<file path="config.mk">
export PLATFORM = sky130hd
export DESIGN_NAME = divider_8bits_flat
export DESIGN_NICKNAME = d
export VERILOG_FILES = /design/src/rtl/divider_8bits_if.sv /design/src/rtl/divider_8bits.sv /design/src/flat_wrapper.sv
export SDC_FILE = /design/constraint.sdc
export NUM_CORES = 1
export LEC_CHECK = 0
export BUFFER_PORTS_ARGS = -buffer_cell sky130_fd_sc_hd__buf_4
export CORE_ASPECT_RATIO = 0.75
export CORE_MARGIN = 4
export CORE_UTILIZATION = 44
export DETAILED_ROUTE_END_ITERATION = 10
export GPL_TIMING_DRIVEN = 0
export PLACE_DENSITY = 0.64
export SYNTH_ARGS = -nofsm -noshare
export SYNTH_HDL_FRONTEND = slang
export SYNTH_SLANG_ARGS = --single-unit
</file>
<file path="constraint.sdc">
create_clock -name clk -period 2.3 [get_ports clk]
set_clock_uncertainty 0.2 [all_clocks]
set_input_delay 0.46 -clock clk [delete_from_list [all_inputs] [get_ports clk]]
set_output_delay 0.46 -clock clk [all_outputs]
set_load 0.1 [all_outputs]
</file>
<file path="src/rtl/divider_8bits_if.sv">
// Start/done handshake and operand/result bundle for divider_8bits.
// The remainder signal r exists only when DIVIDER_8BITS_REM_EN is defined.
interface divider_8bits_if #(
    parameter int W = 8
);
    // Handshake: a request is taken on a rising edge with start=1 and busy=0;
    // start while busy=1 is ignored; done pulses one cycle with results valid.
    logic         start;
    logic [W-1:0] dividend;
    logic [W-1:0] divisor;
    logic         busy;
    logic         done;
    logic [W-1:0] q;
`ifdef DIVIDER_8BITS_REM_EN
    logic [W-1:0] r;
`endif
    logic         dz;

`ifdef DIVIDER_8BITS_REM_EN
    modport master (output start, dividend, divisor, input busy, done, q, r, dz);
    modport slave  (input start, dividend, divisor, output busy, done, q, r, dz);
`else
    modport master (output start, dividend, divisor, input busy, done, q, dz);
    modport slave  (input start, dividend, divisor, output busy, done, q, dz);
`endif
endinterface

</file>
<file path="src/rtl/divider_8bits.sv">
// Iterative unsigned restoring divider, one quotient bit per clock, built on 4-bit CLA slices.
// Optional remainder output enabled by defining DIVIDER_8BITS_REM_EN.
module divider_8bits_cla4 (
    input  logic [3:0] a,
    input  logic [3:0] b,
    input  logic       cin,
    output logic [3:0] s,
    output logic       cout
);
    logic [3:0] g;
    logic [3:0] p;
    logic [3:0] c;

    always_comb begin
        g    = a & b;
        p    = a ^ b;
        c[0] = cin;
        c[1] = g[0] | (p[0] & cin);
        c[2] = g[1] | (p[1] & g[0]) | (p[1] & p[0] & cin);
        c[3] = g[2] | (p[2] & g[1]) | (p[2] & p[1] & g[0]) | (p[2] & p[1] & p[0] & cin);
        cout = g[3] | (p[3] & g[2]) | (p[3] & p[2] & g[1]) | (p[3] & p[2] & p[1] & g[0])
             | (p[3] & p[2] & p[1] & p[0] & cin);
        s    = p ^ c;
    end
endmodule

module divider_8bits #(
    parameter int W = 8
) (
    input  logic                clk,
    input  logic                rst_n,
    divider_8bits_if.slave      bus,
    output logic [1:0]          state_dbg
);
    localparam int NS = W / 4;
    localparam int CW = (W > 2) ? $clog2(W) : 1;

    localparam logic [1:0] IDLE = 2'd0;
    localparam logic [1:0] RUN  = 2'd1;
    localparam logic [1:0] DONE = 2'd2;

    logic [1:0]    state;
    logic [CW-1:0] cnt;
    logic [W-1:0]  dvs;
    logic [W-1:0]  quo;
    // The partial remainder is always below the divisor between steps, so W bits
    // hold it; the W+1-bit quantity only exists as the shifted trial operand.
    logic [W-1:0]  rem;
    logic          dz_q;
`ifdef DIVIDER_8BITS_REM_EN
    logic [W-1:0]  rem_out;
`endif

    logic [W:0]    r_shift;
    logic [W:0]    sub_b;
    logic [W-1:0]  trial;
    logic [NS:0]   carry;
    logic          no_borrow;
    logic [W-1:0]  rem_next;

    assign r_shift  = {rem, quo[W-1]};
    assign sub_b    = ~{1'b0, dvs};
    assign carry[0] = 1'b1;

    for (genvar gi = 0; gi < NS; gi++) begin : g_slice
        divider_8bits_cla4 u_cla (
            .a    (r_shift[4*gi +: 4]),
            .b    (sub_b[4*gi +: 4]),
            .cin  (carry[gi]),
            .s    (trial[4*gi +: 4]),
            .cout (carry[gi+1])
        );
    end

    // Top bit of the W+1-bit add: only its carry-out matters (1 means no borrow).
    assign no_borrow = (r_shift[W] & sub_b[W]) | ((r_shift[W] ^ sub_b[W]) & carry[NS]);
    assign rem_next  = no_borrow ? trial : r_shift[W-1:0];

    always_ff @(posedge clk or negedge rst_n) begin
        if (!rst_n) begin
            state   <= IDLE;
            cnt     <= '0;
            dvs     <= '0;
            quo     <= '0;
            rem     <= '0;
            dz_q    <= 1'b0;
`ifdef DIVIDER_8BITS_REM_EN
            rem_out <= '0;
`endif
        end else begin
            case (state)
                IDLE, DONE: begin
                    if (bus.start) begin
                        dvs <= bus.divisor;
                        rem <= '0;
                        if (bus.divisor == '0) begin
                            quo     <= '1;
                            dz_q    <= 1'b1;
                            cnt     <= '0;
                            state   <= DONE;
`ifdef DIVIDER_8BITS_REM_EN
                            rem_out <= bus.dividend;
`endif
                        end else begin
                            quo   <= bus.dividend;
                            dz_q  <= 1'b0;
                            cnt   <= CW'(W - 1);
                            state <= RUN;
                        end
                    end else if (state == DONE) begin
                        state <= IDLE;
                    end
                end
                RUN: begin
                    rem <= rem_next;
                    quo <= {quo[W-2:0], no_borrow};
                    if (cnt == '0) begin
                        state   <= DONE;
`ifdef DIVIDER_8BITS_REM_EN
                        rem_out <= rem_next;
`endif
                    end else begin
                        cnt <= cnt - 1'b1;
                    end
                end
                default: state <= IDLE;
            endcase
        end
    end

    assign bus.busy  = (state == RUN);
    assign bus.done  = (state == DONE);
    assign bus.q     = quo;
    assign bus.dz    = dz_q;
`ifdef DIVIDER_8BITS_REM_EN
    assign bus.r     = rem_out;
`endif
    assign state_dbg = state;
endmodule
</file>
<file path="src/flat_wrapper.sv">
// flat-port wrapper written by rule: the top's interface ports become plain ports
module divider_8bits_flat 
#(
    parameter int W = 8
)
  (clk, rst_n, state_dbg, bus_start, bus_dividend, bus_divisor, bus_busy, bus_done, bus_q, bus_dz);
  divider_8bits_if #(.W(W)) bus_i ();
  input  logic clk;
  input  logic rst_n;
  output logic [1:0] state_dbg;
  input wire logic [$bits(bus_i.start)-1:0] bus_start;
  input wire logic [$bits(bus_i.dividend)-1:0] bus_dividend;
  input wire logic [$bits(bus_i.divisor)-1:0] bus_divisor;
  output wire logic [$bits(bus_i.busy)-1:0] bus_busy;
  output wire logic [$bits(bus_i.done)-1:0] bus_done;
  output wire logic [$bits(bus_i.q)-1:0] bus_q;
  output wire logic [$bits(bus_i.dz)-1:0] bus_dz;
  assign bus_i.start = bus_start;
  assign bus_i.dividend = bus_dividend;
  assign bus_i.divisor = bus_divisor;
  assign bus_busy = bus_i.busy;
  assign bus_done = bus_i.done;
  assign bus_q = bus_i.q;
  assign bus_dz = bus_i.dz;
  divider_8bits #(.W(W)) u_core (.clk(clk), .rst_n(rst_n), .bus(bus_i), .state_dbg(state_dbg));
endmodule
</file>
; ---- Yosys cells after proc, flatten, opt, wreduce, memory -nomap -nowiden
; Index checks and enable logic that the tools add are counted.
[op_classes]
bitwise_logic = 59
n_eq_ne = 6
mux = 16
add_sub_neg = 1
reduce_logical = 9
[ops]
columns = operator, n
row1 = $mux W8, 4
row2 = $pmux W8 S2, 2
row3 = $and A1 B1 Y1, 30
row4 = $or A1 B1 Y1, 21
row5 = $xor A4 B4 Y4, 4
row6 = $mux W3, 3
row7 = $not A8 Y9, 1
row8 = $and A4 B4 Y4, 2
row9 = $logic_not A8 Y1, 1
row10 = $mux W2, 4
row11 = $pmux W3 S2, 1
row12 = $reduce_and A2 Y1, 3
row13 = $ne A2 B2 Y1 const B, 2
row14 = $pmux W2 S2, 1
row15 = $logic_not A3 Y1, 1
row16 = $ne A3 B3 Y1 const B, 1
row17 = $reduce_and A3 Y1, 1
row18 = $sub A3 B1 Y3 const B, 1
row19 = $eq A2 B1 Y1 const B, 1
row20 = $eq A2 B2 Y1 const B, 1
row21 = $logic_not A2 Y1, 1
row22 = $ne A2 B1 Y1 const B, 1
row23 = $reduce_bool A2 Y1, 1
row24 = $reduce_or A2 Y1, 1
row25 = 2 further kinds, 2
[word_totals]
inputBits = 19
elab_cells = 97
ff_bits = 30

; ---- Longest topological paths before layout
; Gate-level depths: netlist of the first run.
[logic_depth]
depth_word = 13
mapped_depth = 8
mapped_depth_nobuf = 8

; ---- By module
; A second synthesis of the first run with hierarchy kept.
[hier_totals]
cells_unflattened = 181
area_unflattened_um2 = 1724.2
[modules_own_cells]
columns = module, area_per_inst_um2, seq_area_each_um2, instances, cells_each
row1 = divider_8bits, 1443.9, 750.7, 1, 151
row2 = divider_8bits_cla4 at u_core.g_slice[0].u_cla, 147.6, 0.0, 1, 17
row3 = divider_8bits_cla4 at u_core.g_slice[1].u_cla, 132.6, 0.0, 1, 13

; ---- Worst setup path after synthesis of the first run
; OpenSTA, ideal clock, no wires.
[synth_path]
kind = reg2out
start = register u_core.state[0] (netlist: u_core.state_dbg[0])
end = output port bus_busy
path_stages_with_launch = 4
arrival_ns = 2.408
n_path_buf = 1
slack_ns = -0.768
cell_sequence = dfrtp_1 -> nand2b_1 -> inv_1 -> clkbuf_1
[synth_between]
elab_chain_cells = 1
[synth_rtl]
columns = element, line
row1 = from (decl), divider_8bits.sv:42  ; logic [1:0] state;
row2 = from (signal assigned), divider_8bits.sv:81  ; state <= IDLE;
row3 = from (signal assigned), divider_8bits.sv:100  ; state <= DONE;
row4 = from (signal assigned), divider_8bits.sv:108  ; state <= RUN;
row5 = $eq A2 B1 Y1, divider_8bits.sv:131  ; assign bus.busy = (state == RUN);
row6 = to (decl), flat_wrapper.sv:14  ; output wire logic [$bits(bus_i.busy)-1:0] bus_busy;
; No other way between the ends.

; ---- Final worst setup path of the first run
[layout_path]
start = register u_core.rem[1]
end = register u_core.rem[5]
[layout_between]
elab_chain_cells = 12
word_cells_on_any_way = 21
cone_classes = 2 x mux / 19 x bitwise
[layout_rtl]
columns = element, line
row1 = from (decl), divider_8bits.sv:48  ; logic [W-1:0] rem;
row2 = from (signal assigned), divider_8bits.sv:115  ; rem <= rem_next;
row3 = $and A4 B4 Y4 or $xor A4 B4 Y4 (tied branches), "divider_8bits.sv:15, divider_8bits.sv:16"
row4 = "$and A1 B1 Y1, on equally long branches", "divider_8bits.sv:21, divider_8bits.sv:22"
row5 = "$or A1 B1 Y1, or another cell as far along", divider_8bits.sv:21  ; cout = g[3] | (p[3] & g[2]) | (p[3] & p[2] & g[1]) | (p[3] & p[2] & p[1] & g[0])
row6 = $or A1 B1 Y1 or $and A1 B1 Y1 (tied branches), divider_8bits.sv:21
row7 = $or A1 B1 Y1, divider_8bits.sv:21
row8 = $or A1 B1 Y1 (*), divider_8bits.sv:22  ; | (p[3] & p[2] & p[1] & p[0] & cin);
row9 = $and A1 B1 Y1, divider_8bits.sv:22
row10 = $or A1 B1 Y1, divider_8bits.sv:22
row11 = $and A1 B1 Y1, divider_8bits.sv:76  ; assign no_borrow = (r_shift[W] & sub_b[W]) | ((r_shift[W] ^ sub_b[W]) & carry[NS]);
row12 = $or A1 B1 Y1, divider_8bits.sv:76
row13 = $mux W8 (*), divider_8bits.sv:77  ; assign rem_next = no_borrow ? trial : r_shift[W-1:0];
row14 = $pmux W8 S2 (*), divider_8bits.sv:91  ; case (state)
; Every way passes the cells marked *; elsewhere a longest branch is shown, timed or not.
; A chain may end at the register's enable or synchronous reset.

==> impl_metrics.ini, run 1 <==
[status]
status = completed

[cts]
clk_path_buf_depth = 2
cts.clk_slew.worst_paths_ns = 0.06
clk_root_buffer_cell = clkbuf_8
cts.sinks = 30
cts_max_level = 2
cts_tree = done
cts_buffers = 5
clk_latency_ns = 0.28

[final_layout]
finalNetCount = 245
final_cell_mix = 34 x buf_4, 30 x nand2_1, 28 x dfrtp_1
drive_above_1_share = 0.251
fin_util = 0.577
n_fill_cell = 325
syn2layout_area_growth_pct = 26.4
final_common_cell = buf_4
regArea_um2 = 753
antenna_cells = 0
multi_input_area_um2 = 841

[logic_synthesis]
synth.largest_area_cell = dfrtp_1
syn_nets = 204
synth_cells = 173
synth_seq_area_share = 0.452
synth_top_cell_area_share = 0.452
ys_ff_latch = 30
ys_async_sr_fraction = 1.00
synth_area_um2 = 1660
ys_warn_count = 0
ys_top_cells_by_area = dfrtp_1 45%, ha_1 8.3%, o21ai_0 7.8%
avgSynthCellArea_um2 = 9.60
synth_edf_count = 0
synthFlopType = dfrtp_1
yosysUniqueCellTypes = 36

[global_routing]
grt_pass1_wl_mm = 6.31
grt_max_degree = 31
antenna_found_initial = 0
grt_usage = 0.175
overflow = 0
grt_pass1_vias = 1404

[worst_setup_path]
crit_slowest_cell = fa_1
crit_type = register to register
crit_fanout = 4
max_stage_delay_ns = 0.42
critPathRequiredTime_ns = 2.25
start_kind = register
end_kind = register
crit_path_cell_trace = ha_1, o21a_1, o22ai_4, fa_1, xnor2_1, mux2i_1, o21ai_0
crit_buf_inv = 0
worstPathArrival_ns = 2.17
cpLargestDelayFamily = adder cells

[flow_run]
cap_violations = 0

[placement]
place_hpwl_mm = 2.80
dp_slack_ns = -0.0213
io_buffers = 31
gp_congestion = 0.804

[route]
via_per_inst = 5.15
drcViolationCount = 0
antenna_left = 0
drt_iter0_drc = 41
vias = 1375
first_pass_iters = 4
routed_wl_mm = 3.82
wl_per_cell_um = 14.3

[sta]
setup_ws_ns = 0.0780
worstMarginPinSlew_ns = 0.618
period_needed_ns = 2.22
max_clock_freq_ghz = 0.450
post-route-period-util = 0.966
maxSlewViolCount = 0
max-slew-margin-rel = 0.586
hold_viol_final = 0
setup_viol_count_final = 0

[floorplanning]
ios = 32
start_util = 0.457
fp-row-count = 19
die_area_um2 = 4830
fp.coreArea_um2 = 3640
chipHeight_um = 61.2
fp.dieW_um = 79.0

[hold_path]
hold_path.class = primary input to register
## state kept, by name, indices dropped and copies added (netlist names)
| signal | count |
|---|---|
| u_core.bus.dz | 1 |
| u_core.bus.q | 8 |
| u_core.cnt | 3 |
| u_core.dvs | 8 |
| u_core.rem | 8 |
| u_core.state_dbg | 2 |
## synthesized netlist by cell type (2+ instances only)
| master | count |
|---|---|
| nor2b_1 | 3 |
| clkbuf_1 | 3 |
| inv_1 | 14 |
| mux2i_1 | 6 |
| xor2_1 | 2 |
| a22o_1 | 2 |
| o21a_1 | 2 |
| nand3_1 | 2 |
| o21ai_0 | 26 |
| nand2_1 | 30 |
| nor2_1 | 3 |
| xnor2_1 | 4 |
| nand2b_1 | 2 |
| dfrtp_1 | 30 |
| o21ai_2 | 2 |
| a21oi_1 | 3 |
| ha_1 | 11 |
| nor4_1 | 2 |
| a31oi_1 | 2 |
| o22ai_1 | 8 |
## metal layers
metal	track usage	part of all wire	wire (um)	vias up
li1	-	-	-	682
met1	0.222	0.46	1760	658
met2	0.282	0.48	1830	28
met3	0.0482	0.046	174	7
met4	0.0882	0.013	50	0
met5	0	0	0	-
## metrics by stage
step | hold slack (ns) | cell area [um2] | TNS [ns] | instances
2_1_floorplan | -0.0356 | 1670 | 0 | 173
3_3_place_gp | 0.208 | 1970 | 0 | 256
3_5_place_dp | 0.215 | 1970 | -0.0213 | 256
4_1_cts | 0.192 | 2090 | 0 | 266
5_1_grt | 0.204 | 2100 | -0.0119 | 267
6_report | 0.204 | 2100 | 0 | 267
## logic make-up (layout without fill, tap and decap cells)
group           Yosys count  after routing  share of synthesized area
flops                    30             30                      0.452
simple gates             45             45                      0.121
buf+inv                  20             62                     0.0482
mux                       7              7                     0.0452
xor+xnor                  6              6                     0.0316
compound gates           53             53                      0.207
fa+ha+maj                12             12                     0.0949
## layout make-up
cell class / count / area share
buffer: 5 / 0.0113
clock buffer: 7 / 0.0411
clock inverter: 1 / 0.00238
inverter: 14 / 0.0250
multi-input combinational: 123 / 0.400
sequential: 30 / 0.359
tap: 52 / 0.0310
timing repair buffer: 35 / 0.130
## worst min-delay path, stage by stage
cell and delay [ns]:
buf_4 0.08, nand2_1 0.04, o21ai_0 0.06
## what timing repair did
action                                  4_1_cts  5_1_grt
gates resized for setup                       3        1
endpoints found under the setup margin        3        7
endpoints found under the hold margin        30        0
pin swaps                                     1        1
buffers inserted                              1        2
hold buffers                                  1        0
## final timing paths
check | startpoint | endpoint | slack (ns) | cells past startpoint
max | u_core.rem[1]$_DFFE_PN0P_ | u_core.rem[5]$_DFFE_PN0P_ | 0.08 | 7
min | bus_divisor[2] | u_core.dvs[2]$_DFFE_PN0P_ | 0.20 | 3
max reg2reg | u_core.rem[1]$_DFFE_PN0P_ | u_core.rem[5]$_DFFE_PN0P_ | 0.08 | 7
min reg2reg | u_core.rem[7]$_DFFE_PN0P_ | u_core.rem[7]$_DFFE_PN0P_ | 0.31 | 2
max in group asynchronous | rst_n | u_core.state_dbg[1]$_DFFE_PN0P_ | 1.14 | 2
min in group asynchronous | rst_n | u_core.bus.q[4]$_DFFE_PN0P_ | 0.46 | 2
Power of run 1 is not shown: default switching activity piles up to over one toggle a cycle in this logic, so the estimate is an artifact.
==> run 2: changes to the inputs <==
--- a/config.mk
+++ b/config.mk
@@ -11,7 +11,8 @@
 export CORE_UTILIZATION = 44
 export DETAILED_ROUTE_END_ITERATION = 10
 export GPL_TIMING_DRIVEN = 0
-export PLACE_DENSITY = 0.64
+export PLACE_DENSITY = 0.68
+export RECOVER_POWER = 25
 export SYNTH_ARGS = -nofsm -noshare
 export SYNTH_HDL_FRONTEND = slang
 export SYNTH_SLANG_ARGS = --single-unit
==> run 2 against run 1 <==
  * Worst hold slack got worse by 0.0029 ns
  * Register-to-register slack about the same
  * Die area did not move
  * Design area increased by 3.3%
  * Via count grew 1.8%
  * Flip-flop and latch count unchanged
  * Critical path depth is 1 lower
  * Clock-buffer cell count unchanged
==> impl_metrics.ini, run 2 (same netlist as run 1, synthesis figures left out) <==
[placement]
io_buffers = 31
placed_area_um2 = 1970
dp_cells = 256
dp_slack_ns = -0.00784
gp_congestion = 0.852
place_hpwl_mm = 2.87

[sta]
period_needed_ns = 2.22
worstMarginPinSlew_ns = 0.737
rsz0062_at_grt = true
setup_viol_count_final = 0
max-slew-margin-rel = 0.509
setup_ws_ns = 0.0796
maxSlewViolCount = 0
final.setup.tns_ns = 0
hold_viol_final = 0
post-route-period-util = 0.965
max_clock_freq_ghz = 0.450

[route]
drcViolationCount = 0
wl_per_cell_um = 14.0
first_pass_iters = 4
routed_wl_mm = 3.79
antenna_left = 0
vias = 1400
drt_iter0_drc = 46
via_per_inst = 5.19

[final_layout]
n_fill_cell = 308
final_cell_area_um2 = 2170
finalNetCount = 248
syn2layout_area_growth_pct = 30.6
final_common_cell = buf_4
final_cell_mix = 35 x buf_4, 30 x nand2_1, 28 x dfrtp_1
fin_cells = 270
antenna_cells = 0
drive_above_1_share = 0.271

[flow_run]
cap_violations = 0

[worst_setup_path]
critPathRequiredTime_ns = 2.31
ff2ff_path_depth = 6
rr_endpoint = u_core.rem[4]$_DFFE_PN0P_
crit_fanout = 3
r2r-start = u_core.rem[2]$_DFFE_PN0P_
critPathLaunch = u_core.rem[2]$_DFFE_PN0P_
crit_type = register to register
end_kind = register
start_kind = register
rrSetupSlack_ns = 0.08
worstPathArrival_ns = 2.23

[global_routing]
grt_pass1_wl_mm = 6.40
grt_usage = 0.176
grt_max_degree = 31
grt_pass1_vias = 1397
antenna_found_initial = 0
overflow = 0

[floorplanning]
fp-row-count = 19
chipHeight_um = 61.2
die_area_um2 = 4830
fp.coreArea_um2 = 3640
start_util = 0.457
ios = 32
fp.dieW_um = 79.0

[status]
status = completed

[cts]
cts.clk_slew.worst_paths_ns = 0.06
clk_latency_ns = 0.28
cts_max_level = 2
clk_path_buf_depth = 2
cts.sinks = 30
cts_buffers = 5
clk_root_buffer_cell = clkbuf_8
cts_tree = done

[hold_path]
hold_depth = 3
worstHoldStart = bus_divisor[2]
hold_path.class = primary input to register
whs_endpoint = u_core.dvs[2]$_DFFE_PN0P_
[run 2: timing repair]
item | CTS | global route
setup buffers | 2 | 3
setup endpoints to repair | 2 | 8
endpoints found under the hold margin | 30 | 0
hold buffers | 1 | 0
pin swaps | 1 | 2
gates resized for setup | 4 | 3
[run 2: how the worst max path moves through the flow]
stage          slack (ns)                         to  cells past startpoint
2_1_floorplan        0.01                   bus_busy                      3
3_3_place_gp         0.03  u_core.rem[4]$_DFFE_PN0P_                      7
3_5_place_dp       -0.008  u_core.rem[4]$_DFFE_PN0P_                      7
4_1_cts              0.02  u_core.rem[5]$_DFFE_PN0P_                      8
5_1_grt             -0.01  u_core.rem[5]$_DFFE_PN0P_                      8
6_report             0.08  u_core.rem[4]$_DFFE_PN0P_                      6
[run 2: through the flow]
stage,hold slack [ns],utilization
after floorplan,-0.0356,-
after global placement,0.208,0.542
after detailed placement,0.210,0.542
after CTS,0.190,0.583
after global routing,0.200,0.596
final,0.201,0.596
[run 2: layout make-up]
cell class / instances / area (um2) / share of cell area
timing repair buffer: 37 / 285 / 0.131
buffer: 6 / 31.3 / 0.0144
inverter: 14 / 52.6 / 0.0242
clock inverter: 1 / 30.0 / 0.0138
tap: 52 / 65.1 / 0.0300
multi-input combinational: 123 / 866 / 0.399
clock buffer: 7 / 86.3 / 0.0398
sequential: 30 / 753 / 0.347
[run 2: worst max-delay path, stage by stage (launching register included)]
cell	delay, ns
dfrtp_1	0.40
ha_2	0.21
or3_4	0.39
o22ai_4	0.23
fa_1	0.44
mux2i_1	0.14
a22o_1	0.14
[run 2: metal layers]
metal / track usage / part of all wire
met1: 0.220 / 0.47
met2: 0.294 / 0.47
met3: 0.0497 / 0.048
met4: 0.0735 / 0.013
met5: 0 / 0
Power of run 2 is left out for the same reason.
